$ cat config.mk
export PLATFORM = sky130hd
export DESIGN_NAME = gate_op_arbiter
export DESIGN_NICKNAME = d
export VERILOG_FILES = /design/src/rtl/gate_op_pkg.sv /design/src/rtl/gate_vector_alu.sv /design/src/rtl/gate_op_arbiter.sv
export SDC_FILE = /design/constraint.sdc
export NUM_CORES = 1
export LEC_CHECK = 0
export ABC_AREA = 1
export CORE_ASPECT_RATIO = 1.25
export CORE_MARGIN = 1.5
export CORE_UTILIZATION = 42
export DETAILED_ROUTE_END_ITERATION = 16
export GPL_TIMING_DRIVEN = 0
export PLACE_DENSITY = 0.78
export SETUP_SLACK_MARGIN = 0.3
export SLEW_MARGIN = 20
export SYNTH_ARGS = -nofsm -noshare
export SYNTH_HDL_FRONTEND = slang
export SYNTH_SLANG_ARGS = --single-unit
$ cat constraint.sdc
create_clock -name clk -period 2.98 [get_ports clk]
set_clock_uncertainty 0.15 [all_clocks]
set_input_delay 0.745 -clock clk [delete_from_list [all_inputs] [get_ports clk]]
set_output_delay 0.745 -clock clk [all_outputs]
set_load 0.01 [all_outputs]
$ cat src/rtl/gate_op_pkg.sv
// Shared opcode, width and state definitions for the gate-op arbiter and its bitwise datapath.
package gate_op_pkg;

  localparam int unsigned OP_W = 3;

  localparam logic [OP_W-1:0] OP_AND  = 3'd0;
  localparam logic [OP_W-1:0] OP_OR   = 3'd1;
  localparam logic [OP_W-1:0] OP_NOT  = 3'd2;
  localparam logic [OP_W-1:0] OP_NAND = 3'd3;
  localparam logic [OP_W-1:0] OP_NOR  = 3'd4;
  localparam logic [OP_W-1:0] OP_XOR  = 3'd5;
  localparam logic [OP_W-1:0] OP_XNOR = 3'd6;
  localparam logic [OP_W-1:0] OP_RSVD = 3'd7;

  // Result-stage occupancy: EMPTY has no result, FULL holds one awaiting consumption.
  typedef enum logic {
    ST_EMPTY = 1'b0,
    ST_FULL  = 1'b1
  } state_t;

endpackage : gate_op_pkg

$ cat src/rtl/gate_vector_alu.sv
// Combinational WIDTH-bit bitwise gate unit; reserved opcode yields zero data and err=1.
module gate_vector_alu
  import gate_op_pkg::*;
#(
  parameter int unsigned WIDTH = 8
) (
  input  logic [OP_W-1:0]  op,
  input  logic [WIDTH-1:0] a,
  input  logic [WIDTH-1:0] b,
  output logic [WIDTH-1:0] data,
  output logic             err
);

  always_comb begin
    data = '0;
    err  = 1'b0;
    case (op)
      OP_AND:  data = a & b;
      OP_OR:   data = a | b;
      OP_NOT:  data = ~a;
      OP_NAND: data = ~(a & b);
      OP_NOR:  data = ~(a | b);
      OP_XOR:  data = a ^ b;
      OP_XNOR: data = ~(a ^ b);
      default: err  = 1'b1;
    endcase
  end

endmodule : gate_vector_alu

$ cat src/rtl/gate_op_arbiter.sv
// Round-robin arbiter sharing one bitwise gate datapath among NUM_REQ requesters,
// with a single registered result stage and valid/ready handshakes on both sides.
module gate_op_arbiter
  import gate_op_pkg::*;
#(
  parameter int unsigned NUM_REQ = 4,
  parameter int unsigned WIDTH   = 8,
  parameter int unsigned CNT_W   = 16
) (
  input  logic                         clk,
  input  logic                         rst,
  input  logic [NUM_REQ-1:0]           req_valid,
  output logic [NUM_REQ-1:0]           req_ready,
  input  logic [OP_W*NUM_REQ-1:0]      req_op,
  input  logic [WIDTH*NUM_REQ-1:0]     req_a,
  input  logic [WIDTH*NUM_REQ-1:0]     req_b,
  output logic                         res_valid,
  input  logic                         res_ready,
  output logic [WIDTH-1:0]             res_data,
  output logic [$clog2(NUM_REQ)-1:0]   res_id,
  output logic                         res_err,
  output logic [CNT_W-1:0]             done_cnt
);

  localparam int unsigned ID_W = $clog2(NUM_REQ);
  localparam logic [ID_W-1:0] LAST_ID = ID_W'(NUM_REQ - 1);

  state_t            state;
  logic [ID_W-1:0]   rr_ptr;

  logic              can_accept;
  logic              found;
  logic [ID_W-1:0]   winner;
  logic [ID_W-1:0]   cand;
  int unsigned       pos;
  logic              accept;

  logic [OP_W-1:0]   op_arr [NUM_REQ];
  logic [WIDTH-1:0]  a_arr  [NUM_REQ];
  logic [WIDTH-1:0]  b_arr  [NUM_REQ];

  logic [OP_W-1:0]   win_op;
  logic [WIDTH-1:0]  win_a;
  logic [WIDTH-1:0]  win_b;
  logic [WIDTH-1:0]  alu_data;
  logic              alu_err;

  // Unpack the flat request buses into per-requester views.
  always_comb begin
    for (int unsigned i = 0; i < NUM_REQ; i++) begin
      op_arr[i] = req_op[OP_W*i +: OP_W];
      a_arr[i]  = req_a[WIDTH*i +: WIDTH];
      b_arr[i]  = req_b[WIDTH*i +: WIDTH];
    end
  end

  // A new operation fits if the stage is empty or its result leaves this cycle.
  assign can_accept = (state == ST_EMPTY) | res_ready;

  // Rotated priority search starting at rr_ptr.
  always_comb begin
    found  = 1'b0;
    winner = '0;
    cand   = '0;
    pos    = 0;
    for (int unsigned k = 0; k < NUM_REQ; k++) begin
      pos = 32'(rr_ptr) + k;
      if (pos >= NUM_REQ) begin
        pos = pos - NUM_REQ;
      end
      cand = ID_W'(pos);
      if (!found && req_valid[cand]) begin
        found  = 1'b1;
        winner = cand;
      end
    end
  end

  assign accept = found & can_accept & ~rst;

  always_comb begin
    req_ready = '0;
    if (accept) begin
      req_ready[winner] = 1'b1;
    end
  end

  assign win_op = op_arr[winner];
  assign win_a  = a_arr[winner];
  assign win_b  = b_arr[winner];

  gate_vector_alu #(
    .WIDTH (WIDTH)
  ) u_alu (
    .op   (win_op),
    .a    (win_a),
    .b    (win_b),
    .data (alu_data),
    .err  (alu_err)
  );

  // Result stage FSM with pointer and counter bookkeeping.
  always_ff @(posedge clk) begin
    if (rst) begin
      state     <= ST_EMPTY;
      res_valid <= 1'b0;
      res_data  <= '0;
      res_id    <= '0;
      res_err   <= 1'b0;
      rr_ptr    <= '0;
      done_cnt  <= '0;
    end else begin
      case (state)
        ST_EMPTY: begin
          if (accept) begin
            state     <= ST_FULL;
            res_valid <= 1'b1;
          end
        end
        ST_FULL: begin
          if (res_ready && !accept) begin
            state     <= ST_EMPTY;
            res_valid <= 1'b0;
          end
        end
        default: begin
          state     <= ST_EMPTY;
          res_valid <= 1'b0;
        end
      endcase

      if (accept) begin
        res_data <= alu_data;
        res_id   <= winner;
        res_err  <= alu_err;
        rr_ptr   <= (winner == LAST_ID) ? '0 : ID_W'(winner + 1'b1);
        if (done_cnt != {CNT_W{1'b1}}) begin
          done_cnt <= done_cnt + 1'b1;
        end
      end
    end
  end

endmodule : gate_op_arbiter

==> impl_metrics.toml <==
[run_status]
outcome = "finished with violations"
failed_checks = "negative setup slack"

[placed_design]
portBuffers = 113
dp_hpwl_um = 7840
routabilityCongestion = 0.887

[cells_and_area]
utilization_pct = 72.7
regArea_um2 = 628
multi_input_area_um2 = 2690
final_common_cell = "nand2_1"
layout-drive-gt1-share_pct = 29.3
diodes = 0
layout_common_cells = "nand2_1 (148), clkdlybuf4s50_1 (105), inv_1 (62)"
area_growth_pct = 68.8
fillerInstances = 640
fin_nets = 831

[floorplan]
chipWidth_um = 83.0
die_area_um2 = 8540
die_height_um = 103
num_rows = 36
initial_utilization_pct = 43.1
coreArea_um2 = 7790
io_pins = 115

[worst_setup_path]
critPathMaxStageDelay_ps = 160
cp_top_family = "buffers and inverters"
crit_path_frequent_cell = "buf_8"
worstRegToRegCells = 24
crit_chain = "buf_8 -> inv_8 -> nand2_4 -> nand3_4 -> nand2_4 -> nor2_4 -> nand3_4 -> nand3_4 -> buf_8 -> inv_8 -> buf_8 -> buf_8 -> ha_4 -> inv_2 -> nor2_2 -> buf_2"
cp_num_buf_inv = 8
start_kind = "primary input"
cpMaxStageDelayCell = "nor2_4"
cp_max_fo = 4
crit_path_end_kind = "primary output"
critPathKind = "primary input to primary output"
critPathArrivalTime_ps = 2340
cp.required_ps = 2090
worst-path-stages = 16

[grt]
grtUsageTotal_pct = 26.5
antenna_found_initial = 0
grt_remaining_overflow = 0
use_met1_pct = 27.0
grt_pass1_vias = 4325
grt_pass1_wl_um = 18800
grt_max_degree = 12
grt-busiest-layer = "met2"
met3_usage_pct = 3.76
gr-usage-met2_pct = 52.8

[clocking]
tritoncts = "yes"
cts_num_sinks = 31
cts_buffers = 5
clk_latency_ps = 290
clockBufferDepth = 2
cts_root_buffer = "clkbuf_8"
clk_pin_slew_ps = 70
cts_hold_buf = 0
htreeDepth = 2

[logic_synthesis]
ys_seq_area_share_pct = 18.5
synth_nets = 670
synth.yosys.warnings = 0
syn-cell-area_um2 = 3360
synth.distinct_cells = 32
synth_xor_area_share_pct = 0.261
synth_top_family_by_area = "simple AND/OR/NAND/NOR gates"
netlist_top_cells_area = "nand2_1 (21%), dfxtp_1 (18%), nand3_1 (9.2%)"
muxShareOfSynthArea_pct = 0
synth-adder-area-share_pct = 7.83
yosysTopAreaCell = "nand2_1"
syn_inst = 566
ys_ff_latch = 31
synthSimpleGateAreaFrac_pct = 48.3
synth_top_area_share_pct = 21.1
synth-compound-area-share_pct = 9.99
syn_avg_cell_area_um2 = 5.93

[timing]
finalHoldViolCount = 0
fin_crit_ps = 3230
period_share_pct = 109
drv_slew = 0
rsz0062_at_grt = "yes"
maxSlewHeadroom_pct = 71.8
worst_slack_ps = -253
setup_viol = 12
worstMarginPinSlew_ps = 422
fmax_mhz = 309

[min_path]
hold_depth = 2
hold_class = "flip-flop to flip-flop"

[drt]
finalWirelength_um = 11800
wl_per_cell_um = 14.3
vias = 4318
first_pass_iters = 4
vias_per_cell = 5.25
drtIter0Drc = 164
drt_drc_violations_left = 0
final_antenna_net_count = 0

[job]
cap_violations = 0
-- cell type report --
cell class | count | share of cell area [%]
Buffer | 25 | 4.99
Multi-Input combinational cell | 427 | 47.5
Clock inverter | 2 | 0.619
Timing Repair Buffer | 154 | 25.9
Sequential cell | 31 | 11.1
Inverter | 83 | 6.41
Tap cell | 95 | 2.10
Clock buffer | 6 | 1.46
-- per-stage QoR --
stage          instance area, um^2  hold slack (ps)  setup TNS [ps]  instances  setup WS (ps)
6_report                      5660              331           -1830        823           -253
3_3_place_gp                  4780              307          -18290        774          -1380
5_1_grt                       5660              352           -3560        823           -348
4_1_cts                       5330              331           -1390        808           -216
2_1_floorplan                 3530              299            -188        566          -44.8
3_5_place_dp                  4780              320          -20300        774          -1450
-- sequential cells by signal, summed over array words and instances, names as in the netlist --
| signal | flops |
|---|---|
| res_id | 2 |
| res_err | 1 |
| rr_ptr | 2 |
| state | 1 |
| done_cnt | 16 |
| res_data | 8 |
| res_valid | 1 |
-- layer usage --
layer | part of all wire [%] | routed length (um)
met1 | 38 | 4440
met2 | 54 | 6340
met3 | 4.8 | 561
met4 | 3.6 | 428
met5 | 0 | 0
-- cells in the mapped netlist --
cell type  instances
nand2_1          189
inv_1             77
nand3_1           62
nor2_1            47
dfxtp_1           31
a21oi_1           23
ha_1              21
nand4_1           17
o21ai_0           12
buf_6              9
nor3_1             9
a21oi_2            8
a32oi_1            8
buf_2              8
nand2_2            7
buf_4              6
nand3_2            6
nor2_4             5
inv_2              3
nand2_4            3
clkbuf_1           2
clkinv_1           2
nand3_4            2
a211oi_1           1
and3_1             1
inv_4              1
nor2_8             1
nor3_2             1
nor3b_1            1
o211ai_1           1
o21ai_1            1
xor2_1             1
-- repair_timing --
item | in CTS | in global routing
setup endpoints to repair | 34 | 19
gates cloned | 1 | 0
resized for setup | 96 | 64
buffers inserted | 25 | 15
pin swaps | 24 | 36
-- logic make-up after synthesis --
group | Yosys count
flip-flops | 31
AND/OR/NAND/NOR | 351
adder cells (fa/ha/maj) | 21
AO/OA/AOI/OAI | 54
XOR/XNOR | 1
buffers and inverters | 108
-- worst register-to-register path: cells and delay by family (launching register included) --
kind                     cells  cell delay, ps
AND/OR/NAND/NOR             12            1070
buffers and inverters        8             910
AO/OA/AOI/OAI                3             370
flip-flops                   1             360
adder cells (fa/ha/maj)      1             180
-- path summary, 6_finish.rpt --
path,from,endpoint,slack (ps)
min reg2reg,done_cnt[15],done_cnt[15],330
max,req_valid[2],req_ready[1],-250
max reg2reg,rr_ptr[0],res_data[1],-130
min,done_cnt[15],done_cnt[15],330
Power is not shown: default switching activity piles up to over one toggle a cycle in this logic, so the estimate is an artifact.
